===== src/rtl/alu_arbiter.sv =====
// Two-requester arbiter in front of one shared 4-bit ALU, with an IDLE/EXEC/RESP handshake FSM.
// Define ALU_ARBITER_ROUND_ROBIN_EN for round-robin ties; otherwise requester 0 wins ties.
module alu_arbiter (
  input  logic       clk,
  input  logic       rst,
  input  logic       req0_valid,
  output logic       req0_ready,
  input  logic [3:0] req0_a,
  input  logic [3:0] req0_b,
  input  logic [2:0] req0_sel,
  input  logic       req1_valid,
  output logic       req1_ready,
  input  logic [3:0] req1_a,
  input  logic [3:0] req1_b,
  input  logic [2:0] req1_sel,
  output logic       rsp_valid,
  input  logic       rsp_ready,
  output logic [3:0] rsp_result,
  output logic       rsp_zero,
  output logic       rsp_id,
  output logic       busy,
  output logic [7:0] ops_done
);

  typedef enum logic [1:0] {IDLE = 2'd0, EXEC = 2'd1, RESP = 2'd2} state_t;

  state_t     state_q, state_d;
  logic [3:0] a_q, b_q;
  logic [2:0] sel_q;
  logic       id_q;
  logic [3:0] result_q;
  logic       zero_q;
  logic [7:0] ops_done_q;
  logic       grant;
  logic       any_valid;
  logic       accept;
  logic       rsp_hs;
  logic [3:0] alu_y;

  function automatic logic [3:0] alu_op(input logic [3:0] a, input logic [3:0] b,
                                        input logic [2:0] sel);
    logic [3:0] y;
    case (sel)
      3'b000:  y = a + b;
      3'b001:  y = a - b;
      3'b010:  y = a & b;
      3'b011:  y = a | b;
      3'b100:  y = a ^ b;
      3'b101:  y = ~(a | b);
      3'b110:  y = {a[2:0], 1'b0};
      default: y = {1'b0, a[3:1]};
    endcase
    return y;
  endfunction

  assign any_valid = req0_valid | req1_valid;

`ifdef ALU_ARBITER_ROUND_ROBIN_EN
  logic last_grant_q;

  // On a tie, hand the grant to whoever did not win last time.
  assign grant = (req0_valid && req1_valid) ? ~last_grant_q : ~req0_valid;

  always_ff @(posedge clk) begin
    if (rst)         last_grant_q <= 1'b1;
    else if (accept) last_grant_q <= grant;
  end
`else
  assign grant = ~req0_valid;
`endif

  assign accept = (req0_valid && req0_ready) || (req1_valid && req1_ready);
  assign rsp_hs = rsp_valid && rsp_ready;
  assign alu_y  = alu_op(a_q, b_q, sel_q);

  always_ff @(posedge clk) begin
    if (rst) state_q <= IDLE;
    else     state_q <= state_d;
  end

  always_comb begin
    state_d = state_q;
    case (state_q)
      IDLE:    if (accept) state_d = EXEC;
      EXEC:    state_d = RESP;
      RESP:    if (rsp_hs) state_d = IDLE;
      default: state_d = IDLE;
    endcase
  end

  always_comb begin
    req0_ready = 1'b0;
    req1_ready = 1'b0;
    rsp_valid  = 1'b0;
    busy       = 1'b1;
    case (state_q)
      IDLE: begin
        busy       = 1'b0;
        req0_ready = any_valid && !grant;
        req1_ready = any_valid && grant;
      end
      RESP:    rsp_valid = 1'b1;
      default: ;
    endcase
  end

  // Operand capture: pure datapath, only loaded on acceptance.
  always_ff @(posedge clk) begin
    if (accept) begin
      a_q   <= grant ? req1_a   : req0_a;
      b_q   <= grant ? req1_b   : req0_b;
      sel_q <= grant ? req1_sel : req0_sel;
    end
  end

  always_ff @(posedge clk) begin
    if (rst) begin
      id_q       <= 1'b0;
      result_q   <= 4'h0;
      zero_q     <= 1'b0;
      ops_done_q <= 8'h00;
    end else begin
      if (accept) id_q <= grant;
      if (state_q == EXEC) begin
        result_q <= alu_y;
        zero_q   <= (alu_y == 4'h0);
      end
      if (rsp_hs) ops_done_q <= ops_done_q + 8'h01;
    end
  end

  assign rsp_result = result_q;
  assign rsp_zero   = zero_q;
  assign rsp_id     = id_q;
  assign ops_done   = ops_done_q;

endmodule

===== config.mk =====
export PLATFORM = sky130hd
export DESIGN_NAME = alu_arbiter
export DESIGN_NICKNAME = d
export VERILOG_FILES = /design/src/rtl/alu_arbiter.sv
export SDC_FILE = /design/constraint.sdc
export NUM_CORES = 1
export LEC_CHECK = 0
export ABC_AREA = 1
export BUFFER_PORTS_ARGS = -buffer_cell sky130_fd_sc_hd__buf_2
export CAP_MARGIN = 10
export CORE_MARGIN = 10
export CORE_UTILIZATION = 55
export CTS_BUF_LIST = sky130_fd_sc_hd__clkbuf_16
export CTS_CLUSTER_SIZE = 14
export DETAILED_ROUTE_END_ITERATION = 8
export PLACE_DENSITY = 0.92
export SLEW_MARGIN = 0
export SYNTH_ARGS = -nofsm -noshare
export SYNTH_HDL_FRONTEND = slang
export SYNTH_SLANG_ARGS = --single-unit

===== constraint.sdc =====
create_clock -name clk -period 5.5 [get_ports clk]
set_input_delay 0.55 -clock clk [delete_from_list [all_inputs] [get_ports clk]]
set_output_delay 0.55 -clock clk [all_outputs]
set_load 0.02 [all_outputs]

# [Word-level counts from Yosys, hierarchy flattened]
# Cells that the tools add are included.
[totals] reg_bits=27
[classes] bitwise=6 add_sub_neg=3 reduce_logical=10 muxes=11 n_eq_ne=10
[ops] cell="4-bit case mux with 7 select lines" count=1
[ops] cell="3-bit equality test (second input constant)" count=3
[ops] cell="8-bit by 1-bit adder with 8-bit output (second input constant)" count=1
[ops] cell="4-bit two-way mux" count=2
[ops] cell="3-bit by 2-bit equality test with 1-bit output (second input constant)" count=2
[ops] cell="2-bit case mux with 3 select lines" count=1
[ops] cell="1-bit logical AND" count=5
[ops] cell="4-bit adder" count=1
[ops] cell="4-bit bitwise AND" count=1
[ops] cell="4-bit zero test" count=1
[ops] cell="1-bit two-way mux" count=4
[ops] cell="2-bit two-way mux" count=2
[ops] cell="2-bit inequality test (second input constant)" count=2
[ops] cell="4-bit NOT" count=1
[ops] cell="4-bit bitwise OR" count=1
[ops] cell="4-bit subtractor" count=1
[ops] cell="4-bit bitwise XOR" count=1
[ops] cell="3-bit by 1-bit equality test with 1-bit output (second input constant)" count=1
[ops] cell="3-bit zero test" count=1
[ops] cell="3-bit two-way mux" count=1
[ops] cell="2-bit by 1-bit equality test with 1-bit output (second input constant)" count=1
[ops] cell="2-bit equality test (second input constant)" count=1
[ops] cell="2-bit zero test" count=1
[ops] cell="2-bit AND reduction" count=1
[ops] cell="3 further kinds" count=3

# [Depth between registers and ports, before layout]
[depth] word_depth=7 depth_mapped=18

# [Least setup slack after synthesis]
# No wires, ideal clock.
[synth_timing] kind="register to register" from="register b_q[0]" to="register zero_q (netlist: rsp_zero)" setup_time_ns=0.064 arrival_ns=1.993 n_path_buf=0 t_required_ns=5.436 path_slack_ns=3.443 path_stages_with_launch=16 cell_sequence="edfxtp_1 > inv_1 > ha_1 > nand2_1 > o21ai_0 > fa_1 > inv_1 > nand2_1 > nand2_1 > nor2_1 > nand3_1 > nand2_1 > nand3_1 > nor2_1 > nor2_1 > nor2_1"
[synth_between] elab_chain_cells=4
[synth_lines] element="from (decl)" line_no="28" source="logic [3:0] a_q, b_q;"
[synth_lines] element="from (signal assigned)" line_no="111" source="b_q <= grant ? req1_b : req0_b;"
[synth_lines] element="branches (longest 2 deep; another with 4-bit subtractor)"
[synth_lines] element="4-bit case mux with 7 select lines *" line_no="43" source="case (sel)"
[synth_lines] element="4-bit zero test *" line_no="126" source="zero_q <= (alu_y == 4'h0);"
[synth_lines] element="to (signal assigned)" line_no="126"
[synth_lines] element="to (decl)" line_no="32" source="logic zero_q;"
# Mark *: on every way between the ends.
# A chain may end at the register's enable or synchronous reset.

# [Worst setup path in the final report]
[layout_timing] from="register sel_q[2]" to="register zero_q (netlist: rsp_zero)"
[layout_between] elab_chain_cells=3
[layout_lines] element="from (decl)" line_no="29" source="logic [2:0] sel_q;"
[layout_lines] element="from (signal assigned)" line_no="112" source="sel_q <= grant ? req1_sel : req0_sel;"
[layout_lines] element="3-bit equality test (tied with other cells)" line_no="43"
[layout_lines] element="4-bit case mux with 7 select lines *" line_no="43"
[layout_lines] element="4-bit zero test *" line_no="126"
# Mark *: on every way between the ends. The rest lies on a longest branch, timed or not.

==> impl_metrics.csv <==
group,metric,value,unit
cells_and_area,syn2layout_area_growth,17.7,%
cells_and_area,nNetsFinal,331,
synth,syn-cell-area,0.00180,mm²
cells_and_area,drive_gt1_share,21.8,%
synth,ys_warn_count,0,
synth,synth_top_area_share,18.4,%
timing,tightest_slew,0.484,ns
worst_setup_path,crit_fanout,13,
pwr,peakVddDrop,0.000207,V
worst_setup_path,worstSetupPathType,"reg2reg",
detailed_routing,ant_nets,0,
placement,pre_cts_slack,3.03,ns
min_path,hp-class,"reg2reg",
placement,port_buffers,44,
clock_network,clk_path_buf_depth,2,
pwr,finalPower,0.000571,W
clock_network,cts_tree,"built",
floorplan,dieArea,0.00596,mm²
timing,setup_tns,0,ns
synth,ys_seq_area_share,36.2,%
min_path,hold_depth,1,
detailed_routing,routedWlPerCell,12.6,µm
timing,timing.slew.headroom,67.7,%
worst_setup_path,rr_worst_depth,15,
pwr,p_leak,1.15,nW
synth,syn_area_per_cell,7.28,µm²
floorplan,die_y,77.2,µm
global_route,antenna_found_initial,0,
global_route,overflow,0,
cells_and_area,nFillCells,271,
detailed_routing,dr_total_vias,1704,
synth,synth_ff_type,"dfxtp_1",
timing,fin_hold_ws,0.487,ns
min_path,min_to,"ops_done[7]$_SDFFE_PP0P_",
timing,setup_slack,3.02,ns
detailed_routing,drt_iter0_drc,122,
synth,synth_commonest_cells,"73 x nand2_1, 39 x inv_1, 28 x nor2_1, 17 x nand3_1, 16 x dfxtp_1",
global_route,grt_max_degree,17,
min_path,hp-start,"ops_done[7]$_SDFFE_PP0P_",
placement,gp_congestion,0.894,
clock_network,clock_latency,0.26,ns
timing,clock.fmax,403,MHz
placement,dpl_cell_area,0.00203,mm²
detailed_routing,vias_per_cell,5.12,
clock_network,htreeDepth,1,
timing,hold_viol,0,
floorplan,design.core.area,0.00310,mm²
detailed_routing,drc,0,
synth,syn-instance-count,247,
synth,ys_ff_latch,27,
floorplan,initial_core_util,57.9,%
synth,async_reset_ff_share,0,%
worst_setup_path,worstReg2RegStart,"sel_q[2]$_DFFE_PP_",
synth,synth.most_common_cell,"nand2_1",
synth,synth_fp_nets,288,
worst_setup_path,crit_arrival,2.69,ns
timing,min_period,2.48,ns
clock_network,cts-root-buf,"clkbuf_16",
floorplan,rows,20,
global_route,grt_pass1_wl,7690,µm
worst_setup_path,cp.required,5.71,ns
cells_and_area,final_area,0.00212,mm²
clock_network,cts_setup_buffers,0,
pwr,power.density,270,mW/mm²
floorplan,die_w,77.2,µm
worst_setup_path,reg2reg_slack,3.02,ns
detailed_routing,wirelength,4210,µm
synth,synth_area_leaders,"edfxtp_1 18%, dfxtp_1 18%, nand2_1 15%, ha_1 9.0%, inv_1 8.1%",
cells_and_area,seq_area,651,µm²
synth,synth_edf_count,11,
status,outcome,"completed",
timing,min_period_over_period,45.1,%
worst_setup_path,end_kind,"flip-flop",
detailed_routing,firstDrtPassIters,4,
synth,netlist-cell-type-count,34,
clock_network,cts.clk_slew.worst_paths,0.07,ns
timing,fin_skew,0.00293,ns
clock_network,cts_num_sinks,27,
synth,synth_top_area_cell,"edfxtp_1",
clock_network,cts_made_buffers,3,
worst_setup_path,reg2reg_to,"rsp_zero$_SDFFE_PP0N_",
timing,setup_viol,0,
floorplan,io_pins,45,
clock_network,cts_resized,0,
cells_and_area,antenna_cells,0,
timing,slew_violations,0,
cells_and_area,multiInputGateArea,958,µm²
run,maxCapViolCount,0,
global_route,grt_usage,15.0,%
worst_setup_path,cp-start-kind,"flip-flop",
clock_network,hold_buffers,0,
placement,place_hpwl,3430,µm
timing,grt_setup_unrepaired,"no",
global_route,grt_pass1_vias,1823,
cells in the final DEF (no fill, tap or decap), types with 3 or more instances in the layout:
| cell type | n |
|---|---|
| a21oi_1 | 6 |
| edfxtp_1 | 11 |
| o21ai_0 | 6 |
| clkbuf_16 | 3 |
| ha_1 | 13 |
| buf_2 | 44 |
| nor2_4 | 3 |
| nand4_1 | 5 |
| inv_1 | 39 |
| nand2_1 | 73 |
| nand3_1 | 17 |
| nor2_1 | 28 |
| dfxtp_1 | 16 |
sequential cells by signal, indices dropped and copies added (netlist names):
register and cells:
rsp_result 4, rsp_zero 1, sel_q 3, b_q 4
state_q 2, ops_done 8, rsp_id 1, a_q 4
where the power goes:
| part | internal (W) | switching [W] | leakage, nW |
|---|---|---|---|
| sequential | 0.000227 | 0.0000191 | 0.238 |
| clock | 0.0000993 | 0.0000704 | 0.0414 |
| combinational | 0.0000560 | 0.0000990 | 0.872 |
area by class of cell:
class / count / area share (%)
Clock buffer: 3 / 3.55
Tap cell: 44 / 2.60
Multi-Input combinational cell: 174 / 45.3
Clock inverter: 1 / 0.296
Timing Repair Buffer: 44 / 10.4
Inverter: 40 / 7.10
Sequential cell: 27 / 30.8
metal layers:
metal	share of wire, %	vias to the layer above	GRT usage (%)
met3	5.9	9	3.61
met4	2.4	0	7.85
met1	42	758	16.4
met5	0	-	0
met2	50	69	26.0
li1	-	868	-
worst max-delay path, cell delays in order (launching register included):
cell,delay (ns)
edfxtp_1,0.60
nor2_4,0.26
nand2_2,0.09
nand2_1,0.07
o21ai_0,0.14
fa_1,0.55
inv_1,0.04
nand2_1,0.05
nand2_1,0.04
nor2_1,0.12
nand3_1,0.09
nand2_1,0.09
nand3_1,0.07
nor2_1,0.10
nor2_1,0.05
nor2_1,0.07
cells by family (layout without fill, tap and decap cells):
group                      Yosys count  after routing  synth area share (%)
xor gates and xnor gates             2              2                 0.974
AOI/OAI and AO/OA                   19             19                  6.19
buffers and inverters               46             88                  10.5
and+or+nand+nor                    139            139                  36.0
DFF                                 27             27                  36.2
adders and majority gates           14             14                  10.2
per-stage QoR:
stage               std cells  util (%)
global route              333      68.2
floorplan                 247         -
global placement          329      65.6
finish                    333      68.2
CTS                       333      68.2
detailed placement        329      65.6
how the worst max path moves through the flow:
stage | slack [ns] | to | from | depth (start not counted)
2_1_floorplan | 3.44 | rsp_zero$_SDFFE_PP0N_ | b_q[0]$_DFFE_PP_ | 15
3_3_place_gp | 3.20 | rsp_zero$_SDFFE_PP0N_ | sel_q[2]$_DFFE_PP_ | 14
3_5_place_dp | 3.03 | rsp_zero$_SDFFE_PP0N_ | sel_q[2]$_DFFE_PP_ | 15
4_1_cts | 3.01 | rsp_zero$_SDFFE_PP0N_ | sel_q[2]$_DFFE_PP_ | 15
5_1_grt | 2.75 | rsp_zero$_SDFFE_PP0N_ | sel_q[2]$_DFFE_PP_ | 15
6_report | 3.02 | rsp_zero$_SDFFE_PP0N_ | sel_q[2]$_DFFE_PP_ | 15
Power figures use the tool's default switching activity.
